`config.mk`:
```
export PLATFORM = sky130hd
export DESIGN_NAME = ulpi_sniff_link_flat
export DESIGN_NICKNAME = d
export VERILOG_FILES = /design/src/rtl/ulpi_sniff_link_if.sv /design/src/rtl/ulpi_sniff_link.sv /design/src/flat_wrapper.sv
export SDC_FILE = /design/constraint.sdc
export NUM_CORES = 1
export LEC_CHECK = 0
export ABC_AREA = 1
export CAP_MARGIN = 10
export CORE_UTILIZATION = 30
export CTS_CLUSTER_SIZE = 24
export DETAILED_ROUTE_END_ITERATION = 6
export PLACE_DENSITY_LB_ADDON = 0.15
export SYNTH_ARGS = -nofsm -noshare
export SYNTH_HDL_FRONTEND = slang
export SYNTH_SLANG_ARGS = --single-unit
```
`constraint.sdc`:
```
create_clock -name clk_i -period 3.9 [get_ports clk_i]
set_input_delay 0.585 -clock clk_i [delete_from_list [all_inputs] [get_ports clk_i]]
set_output_delay 0.585 -clock clk_i [all_outputs]
set_load 0.03 [all_outputs]
```
`src/rtl/ulpi_sniff_link_if.sv`:
```
// ULPI sniffer link bundle: PHY-side ULPI signals plus the decoded
// receive stream and status handed to the sniffer core.
interface ulpi_sniff_link_if;
  logic [7:0]  ulpi_data_i;
  logic [7:0]  ulpi_data_o;
  logic        ulpi_dir_i;
  logic        ulpi_nxt_i;
  logic        ulpi_stp_o;
  logic        init_done_o;
  logic [1:0]  linestate_o;
  logic        rx_active_o;
  logic [7:0]  rx_data_o;
  logic        rx_valid_o;
  logic        rx_last_o;
  logic        rx_error_o;
  logic [15:0] pkt_count_o;

  // Link side: owns the outputs toward the PHY and the core.
  modport master (
    input  ulpi_data_i, ulpi_dir_i, ulpi_nxt_i,
    output ulpi_data_o, ulpi_stp_o, init_done_o, linestate_o, rx_active_o,
           rx_data_o, rx_valid_o, rx_last_o, rx_error_o, pkt_count_o
  );

  // Environment side: PHY model / core consuming the link outputs.
  modport slave (
    output ulpi_data_i, ulpi_dir_i, ulpi_nxt_i,
    input  ulpi_data_o, ulpi_stp_o, init_done_o, linestate_o, rx_active_o,
           rx_data_o, rx_valid_o, rx_last_o, rx_error_o, pkt_count_o
  );
endinterface

```
`src/rtl/ulpi_sniff_link.sv`:
```
// ULPI link front end for a bus sniffer: writes one PHY register after
// reset to enter non-driving mode, then decodes the PHY receive stream
// into line state, RX status and a last-tagged byte stream.
module ulpi_sniff_link #(
  parameter logic [5:0] REG_ADDR  = 6'h04,
  parameter logic [7:0] REG_VALUE = 8'h48
) (
  input logic              clk_i,
  input logic              rst_i,
  ulpi_sniff_link_if.master bus
);

  typedef enum logic [2:0] {S_WAIT, S_CMD, S_DATA, S_STP, S_DONE} state_t;

  state_t      state, state_d;
  logic        wait_seen, wait_seen_d;
  logic [7:0]  data_q, data_d;
  logic        stp_q, stp_d;
  logic        done_q, done_d;

  logic        dir_q;
  logic [1:0]  linestate;
  logic        rx_active;
  logic [7:0]  hold_data;
  logic        hold_full;
  logic        err_acc;
  logic [7:0]  rx_data;
  logic        rx_valid, rx_last, rx_error;
  logic [15:0] pkt_count;

  logic [7:0]  din;
  logic        dir, nxt;
  logic        turn_on, turn_off, rx_cmd, rx_byte, eop;

  assign din = bus.ulpi_data_i;
  assign dir = bus.ulpi_dir_i;
  assign nxt = bus.ulpi_nxt_i;

  // Bus cycle classification from current and previous direction.
  assign turn_on  =  dir & ~dir_q;
  assign turn_off = ~dir &  dir_q;
  assign rx_cmd   =  dir &  dir_q & ~nxt;
  assign rx_byte  =  dir &  dir_q &  nxt;
  assign eop      = (turn_off & rx_active) | (rx_cmd & rx_active & ~din[4]);

  // Init FSM register and its registered bus outputs.
  // NOTE: clocked state uses non-blocking (<=) so every register samples
  // the pre-edge values; blocking here would create ordering races.
  always_ff @(posedge clk_i or posedge rst_i) begin
    if (rst_i) begin
      state     <= S_WAIT;
      wait_seen <= 1'b0;
      data_q    <= 8'h00;
      stp_q     <= 1'b0;
      done_q    <= 1'b0;
    end else begin
      state     <= state_d;
      wait_seen <= wait_seen_d;
      data_q    <= data_d;
      stp_q     <= stp_d;
      done_q    <= done_d;
    end
  end

  // Init FSM next state: idle-bus qualification, register write, abort on dir.
  // NOTE: every variable gets a default first so no path leaves it
  // unassigned, which would otherwise infer a latch.
  always_comb begin
    state_d     = state;
    wait_seen_d = wait_seen;
    data_d      = data_q;
    stp_d       = 1'b0;
    done_d      = done_q;
    case (state)
      S_WAIT: begin
        if (dir) begin
          wait_seen_d = 1'b0;
        end else if (wait_seen) begin
          state_d     = S_CMD;
          data_d      = {2'b10, REG_ADDR};
          wait_seen_d = 1'b0;
        end else begin
          wait_seen_d = 1'b1;
        end
      end
      S_CMD: begin
        if (dir) begin
          state_d     = S_WAIT;
          data_d      = 8'h00;
          wait_seen_d = 1'b0;
        end else if (nxt) begin
          state_d = S_DATA;
          data_d  = REG_VALUE;
        end
      end
      S_DATA: begin
        if (dir) begin
          state_d     = S_WAIT;
          data_d      = 8'h00;
          wait_seen_d = 1'b0;
        end else if (nxt) begin
          state_d = S_STP;
          data_d  = 8'h00;
          stp_d   = 1'b1;
        end
      end
      S_STP: begin
        state_d = S_DONE;
        data_d  = 8'h00;
        done_d  = 1'b1;
      end
      S_DONE: begin
        data_d = 8'h00;
      end
      default: begin
        state_d     = S_WAIT;
        data_d      = 8'h00;
        wait_seen_d = 1'b0;
      end
    endcase
  end

  // RX decode: status, hold-buffer control, output strobes and packet count.
  always_ff @(posedge clk_i or posedge rst_i) begin
    if (rst_i) begin
      dir_q     <= 1'b1;
      linestate <= 2'b00;
      rx_active <= 1'b0;
      hold_full <= 1'b0;
      err_acc   <= 1'b0;
      rx_data   <= 8'h00;
      rx_valid  <= 1'b0;
      rx_last   <= 1'b0;
      rx_error  <= 1'b0;
      pkt_count <= 16'h0000;
    end else begin
      dir_q    <= dir;
      rx_valid <= 1'b0;
      rx_last  <= 1'b0;
      rx_error <= 1'b0;

      if (turn_on && nxt) rx_active <= 1'b1;

      if (rx_cmd) begin
        linestate <= din[1:0];
        rx_active <= din[4];
        if (din[5:4] == 2'b11) err_acc <= 1'b1;
      end

      if (turn_off && rx_active) rx_active <= 1'b0;

      if (rx_byte) begin
        if (hold_full) begin
          rx_data  <= hold_data;
          rx_valid <= 1'b1;
        end
        hold_full <= 1'b1;
      end

      if (eop) begin
        if (hold_full) begin
          rx_data   <= hold_data;
          rx_valid  <= 1'b1;
          rx_last   <= 1'b1;
          rx_error  <= err_acc;
          pkt_count <= pkt_count + 16'd1;
        end
        hold_full <= 1'b0;
        err_acc   <= 1'b0;
      end
    end
  end

  // Hold buffer payload, written on every received data byte.
  // NOTE: the payload is deliberately not reset; hold_full alone decides
  // whether it is meaningful, so a plain register is enough.
  always_ff @(posedge clk_i) begin
    if (rx_byte) hold_data <= din;
  end

  assign bus.ulpi_data_o = data_q;
  assign bus.ulpi_stp_o  = stp_q;
  assign bus.init_done_o = done_q;
  assign bus.linestate_o = linestate;
  assign bus.rx_active_o = rx_active;
  assign bus.rx_data_o   = rx_data;
  assign bus.rx_valid_o  = rx_valid;
  assign bus.rx_last_o   = rx_last;
  assign bus.rx_error_o  = rx_error;
  assign bus.pkt_count_o = pkt_count;

endmodule
```
`src/flat_wrapper.sv`:
```
// flat-port wrapper written by rule: the top's interface ports become plain ports
module ulpi_sniff_link_flat 
#(
  parameter logic [5:0] REG_ADDR  = 6'h04,
  parameter logic [7:0] REG_VALUE = 8'h48
)
  (clk_i, rst_i, bus_ulpi_data_i, bus_ulpi_dir_i, bus_ulpi_nxt_i, bus_ulpi_data_o, bus_ulpi_stp_o, bus_init_done_o, bus_linestate_o, bus_rx_active_o, bus_rx_data_o, bus_rx_valid_o, bus_rx_last_o, bus_rx_error_o, bus_pkt_count_o);
  ulpi_sniff_link_if bus_i ();
  input logic clk_i;
  input logic rst_i;
  input wire logic [$bits(bus_i.ulpi_data_i)-1:0] bus_ulpi_data_i;
  input wire logic [$bits(bus_i.ulpi_dir_i)-1:0] bus_ulpi_dir_i;
  input wire logic [$bits(bus_i.ulpi_nxt_i)-1:0] bus_ulpi_nxt_i;
  output wire logic [$bits(bus_i.ulpi_data_o)-1:0] bus_ulpi_data_o;
  output wire logic [$bits(bus_i.ulpi_stp_o)-1:0] bus_ulpi_stp_o;
  output wire logic [$bits(bus_i.init_done_o)-1:0] bus_init_done_o;
  output wire logic [$bits(bus_i.linestate_o)-1:0] bus_linestate_o;
  output wire logic [$bits(bus_i.rx_active_o)-1:0] bus_rx_active_o;
  output wire logic [$bits(bus_i.rx_data_o)-1:0] bus_rx_data_o;
  output wire logic [$bits(bus_i.rx_valid_o)-1:0] bus_rx_valid_o;
  output wire logic [$bits(bus_i.rx_last_o)-1:0] bus_rx_last_o;
  output wire logic [$bits(bus_i.rx_error_o)-1:0] bus_rx_error_o;
  output wire logic [$bits(bus_i.pkt_count_o)-1:0] bus_pkt_count_o;
  assign bus_i.ulpi_data_i = bus_ulpi_data_i;
  assign bus_i.ulpi_dir_i = bus_ulpi_dir_i;
  assign bus_i.ulpi_nxt_i = bus_ulpi_nxt_i;
  assign bus_ulpi_data_o = bus_i.ulpi_data_o;
  assign bus_ulpi_stp_o = bus_i.ulpi_stp_o;
  assign bus_init_done_o = bus_i.init_done_o;
  assign bus_linestate_o = bus_i.linestate_o;
  assign bus_rx_active_o = bus_i.rx_active_o;
  assign bus_rx_data_o = bus_i.rx_data_o;
  assign bus_rx_valid_o = bus_i.rx_valid_o;
  assign bus_rx_last_o = bus_i.rx_last_o;
  assign bus_rx_error_o = bus_i.rx_error_o;
  assign bus_pkt_count_o = bus_i.pkt_count_o;
  ulpi_sniff_link #(.REG_ADDR(REG_ADDR), .REG_VALUE(REG_VALUE)) u_core (.clk_i(clk_i), .rst_i(rst_i), .bus(bus_i));
endmodule
```
==> reports/results.txt <==
Status -> finished clean
CP max-delay cell -> clkdlybuf4s50_1
P_leak -> 1.33 nW
Fin. Hold Viols -> 0
Initial antenna violation count -> 0
Worst path max stage delay -> 0.58 ns
Peak supply drop -> 0.000295 V
Post-route ant nets -> 0
Setup bufs post-CTS -> 0
Synthesis warning total -> 0
Post-synthesis cell type count -> 27
P&R area growth vs syn -> 25.6%
Mapped cell area -> 2400 µm²
Post-Route Setup TNS -> 0 ns
Post-synth EDFFs -> 8
FMAX -> 449 MHz
Post-synth top cells -> nand2_1 (100), dfrtp_1 (40), inv_1 (31)
H-tree depth -> 2
Req. time, crit path -> 4.08 ns
Root Buffer -> clkbuf_8
Post-detail-place hpwl -> 3570 µm
Fin cells -> 441
Class of the tightest hold or removal check -> reg -> reg
Clock tree buffer depth -> 2
NumNets Final -> 351
CP max FO -> 17
Max-cap violations -> 0
FP Rows -> 32
CTS hold repair buffers -> 0
Routed wire length -> 5130 µm
Ant diodes -> 0
Slew margin rel. -> 0.521
Initial core utilization -> 0.310
Syn Area/Cell -> 8.21 µm²
Tot Pwr -> 1.62 mW
Crit-path cells -> clkdlybuf4s50_1, inv_2, nor2_2, inv_1, nand3_1, o21ai_0
Synth Flop Type -> dfrtp_1
Total global routing overflow -> 0
Asr flop ratio synth -> 0.837
Drt pass-1 iters -> 4
Register clock-pin slew on the reported worst setup and hold paths -> 0.09 ns
Placer congestion estimate -> 0.857
Pwr Density -> 538 nW/µm²
Yosys top cell by area -> dfrtp_1
CTS Buf Count -> 5
Synth Register Bits -> 49
DRC errors left -> 0
Die Span Y -> 91.4 µm
CP arrival -> 2.40 ns
Count leader, synth -> nand2_1
Die X -> 91.4 µm
Post-Synthesis Cells -> 292
Fin crit period -> 2.23 ns
Worst skew pair latency -> 0.30 ns
Number of I/O pins -> 52
Largest net degree at the start of global routing -> 42
Core outline area -> 7730 µm²
Vias in the first global route -> 1872
Share of cells above drive strength 1 -> 0.0531
Clock Skews -> 0.00543 ns
Port bufs -> 47
Detailed-route via count -> 1969
Synth top area share -> 0.418
Setup violators final -> 0
Final Cycle Share -> 0.571
Total track usage -> 0.132
Routed length per instance -> 11.6 µm
Max Slew Vio Count -> 0
Startpoint types -> input port
Worst Max-Slew Pin Slew -> 0.717 ns
Post-Place Cells -> 433
Sequential area share after synthesis -> 0.529
RSZ-0062 raised after global routing -> no
DR vias/cell -> 4.46
Drt first-iter violations -> 143
Die ar. -> 8350 µm²
Element type at the critical path end -> flip-flop
Post-CTS Resized -> 0
Synth area leaders -> dfrtp_1 (42%), nand2_1 (16%), edfxtp_1 (10%)
Wire length of the first global-routing pass -> 8780 µm
CTS sink cnt -> 49
WS Path Type -> in -> reg
CTS tree -> done
-- layout make-up --
class,count,area (µm²)
flip-flops and latches,49,1270
inverters,33,125
fillers,803,4720
clock buffers,6,72.6
repair buffers,48,478
well taps,102,128
clock inverters,2,10.0
multi-input cells,201,930
-- path summary, 6_finish.rpt --
check	cells past startpoint	start	to	slack (ns)
max	6	bus_ulpi_nxt_i	flip-flop	1.67
min	2	u_core.bus.linestate_o[1]	u_core.bus.linestate_o[1]	0.48
max reg2reg	5	u_core.dir_q	flip-flop	2.01
min reg2reg	2	u_core.bus.linestate_o[1]	u_core.bus.linestate_o[1]	0.48
max in group asynchronous	3	rst_i	u_core.dir_q	2.82
min in group asynchronous	3	rst_i	u_core.bus.rx_active_o	0.72
-- through the flow --
stage / util / setup slack [ns] / hold WS [ns] / area [µm²]
2_1_floorplan: - / 2.34 / 0.460 / 2410
5_1_grt: 0.390 / 1.46 / 0.509 / 3010
3_3_place_gp: 0.379 / 1.36 / 0.456 / 2930
4_1_cts: 0.390 / 1.67 / 0.490 / 3010
3_5_place_dp: 0.379 / 1.34 / 0.466 / 2930
6_report: 0.390 / 1.67 / 0.484 / 3010
-- routing by layer --
layer / wire length (µm) / track usage
met1: 2450 / 0.167
met5: 0 / 0
met2: 2410 / 0.217
met4: 63 / 0.0463
met3: 213 / 0.0335
-- placed cells by master, fill, tap and decap left out, types with 2 or more instances in the layout --
cell type        instances
nand2_1                100
clkdlybuf4s50_1         47
dfrtp_1                 40
inv_1                   30
o21ai_0                 29
nand3_1                 17
nor2_1                  17
nand4_1                 10
edfxtp_1                 8
xnor2_1                  6
clkbuf_8                 5
o21ai_1                  4
conb_1                   4
a21oi_1                  3
clkinv_2                 3
nand2_2                  2
nor2_2                   2
xor2_1                   2
-- cell families (layout without fill, tap and decap cells) --
| kind of cell | after synthesis | count (layout) | share of synthesized area |
|---|---|---|---|
| other | 1 | 4 | 0.00156 |
| adders and majority gates | 1 | 1 | 0.00522 |
| buffers and inverters | 45 | 89 | 0.0882 |
| xor gates and xnor gates | 8 | 8 | 0.0292 |
| AOI/OAI and AO/OA | 37 | 37 | 0.0783 |
| and+or+nand+nor | 151 | 151 | 0.269 |
| DFF | 49 | 49 | 0.529 |
-- critical path, delay by kind of cell --
kind	cells	cell delay, ns
simple gates	2	0.86
buf+inv	3	0.83
compound gates	1	0.12
-- report_power, final --
part	total, mW	switching [mW]	internal, mW
clock network	0.294	0.169	0.125
registers	0.713	0.0964	0.616
logic	0.613	0.374	0.239
No activity file was read; power rests on OpenSTA's default activity.
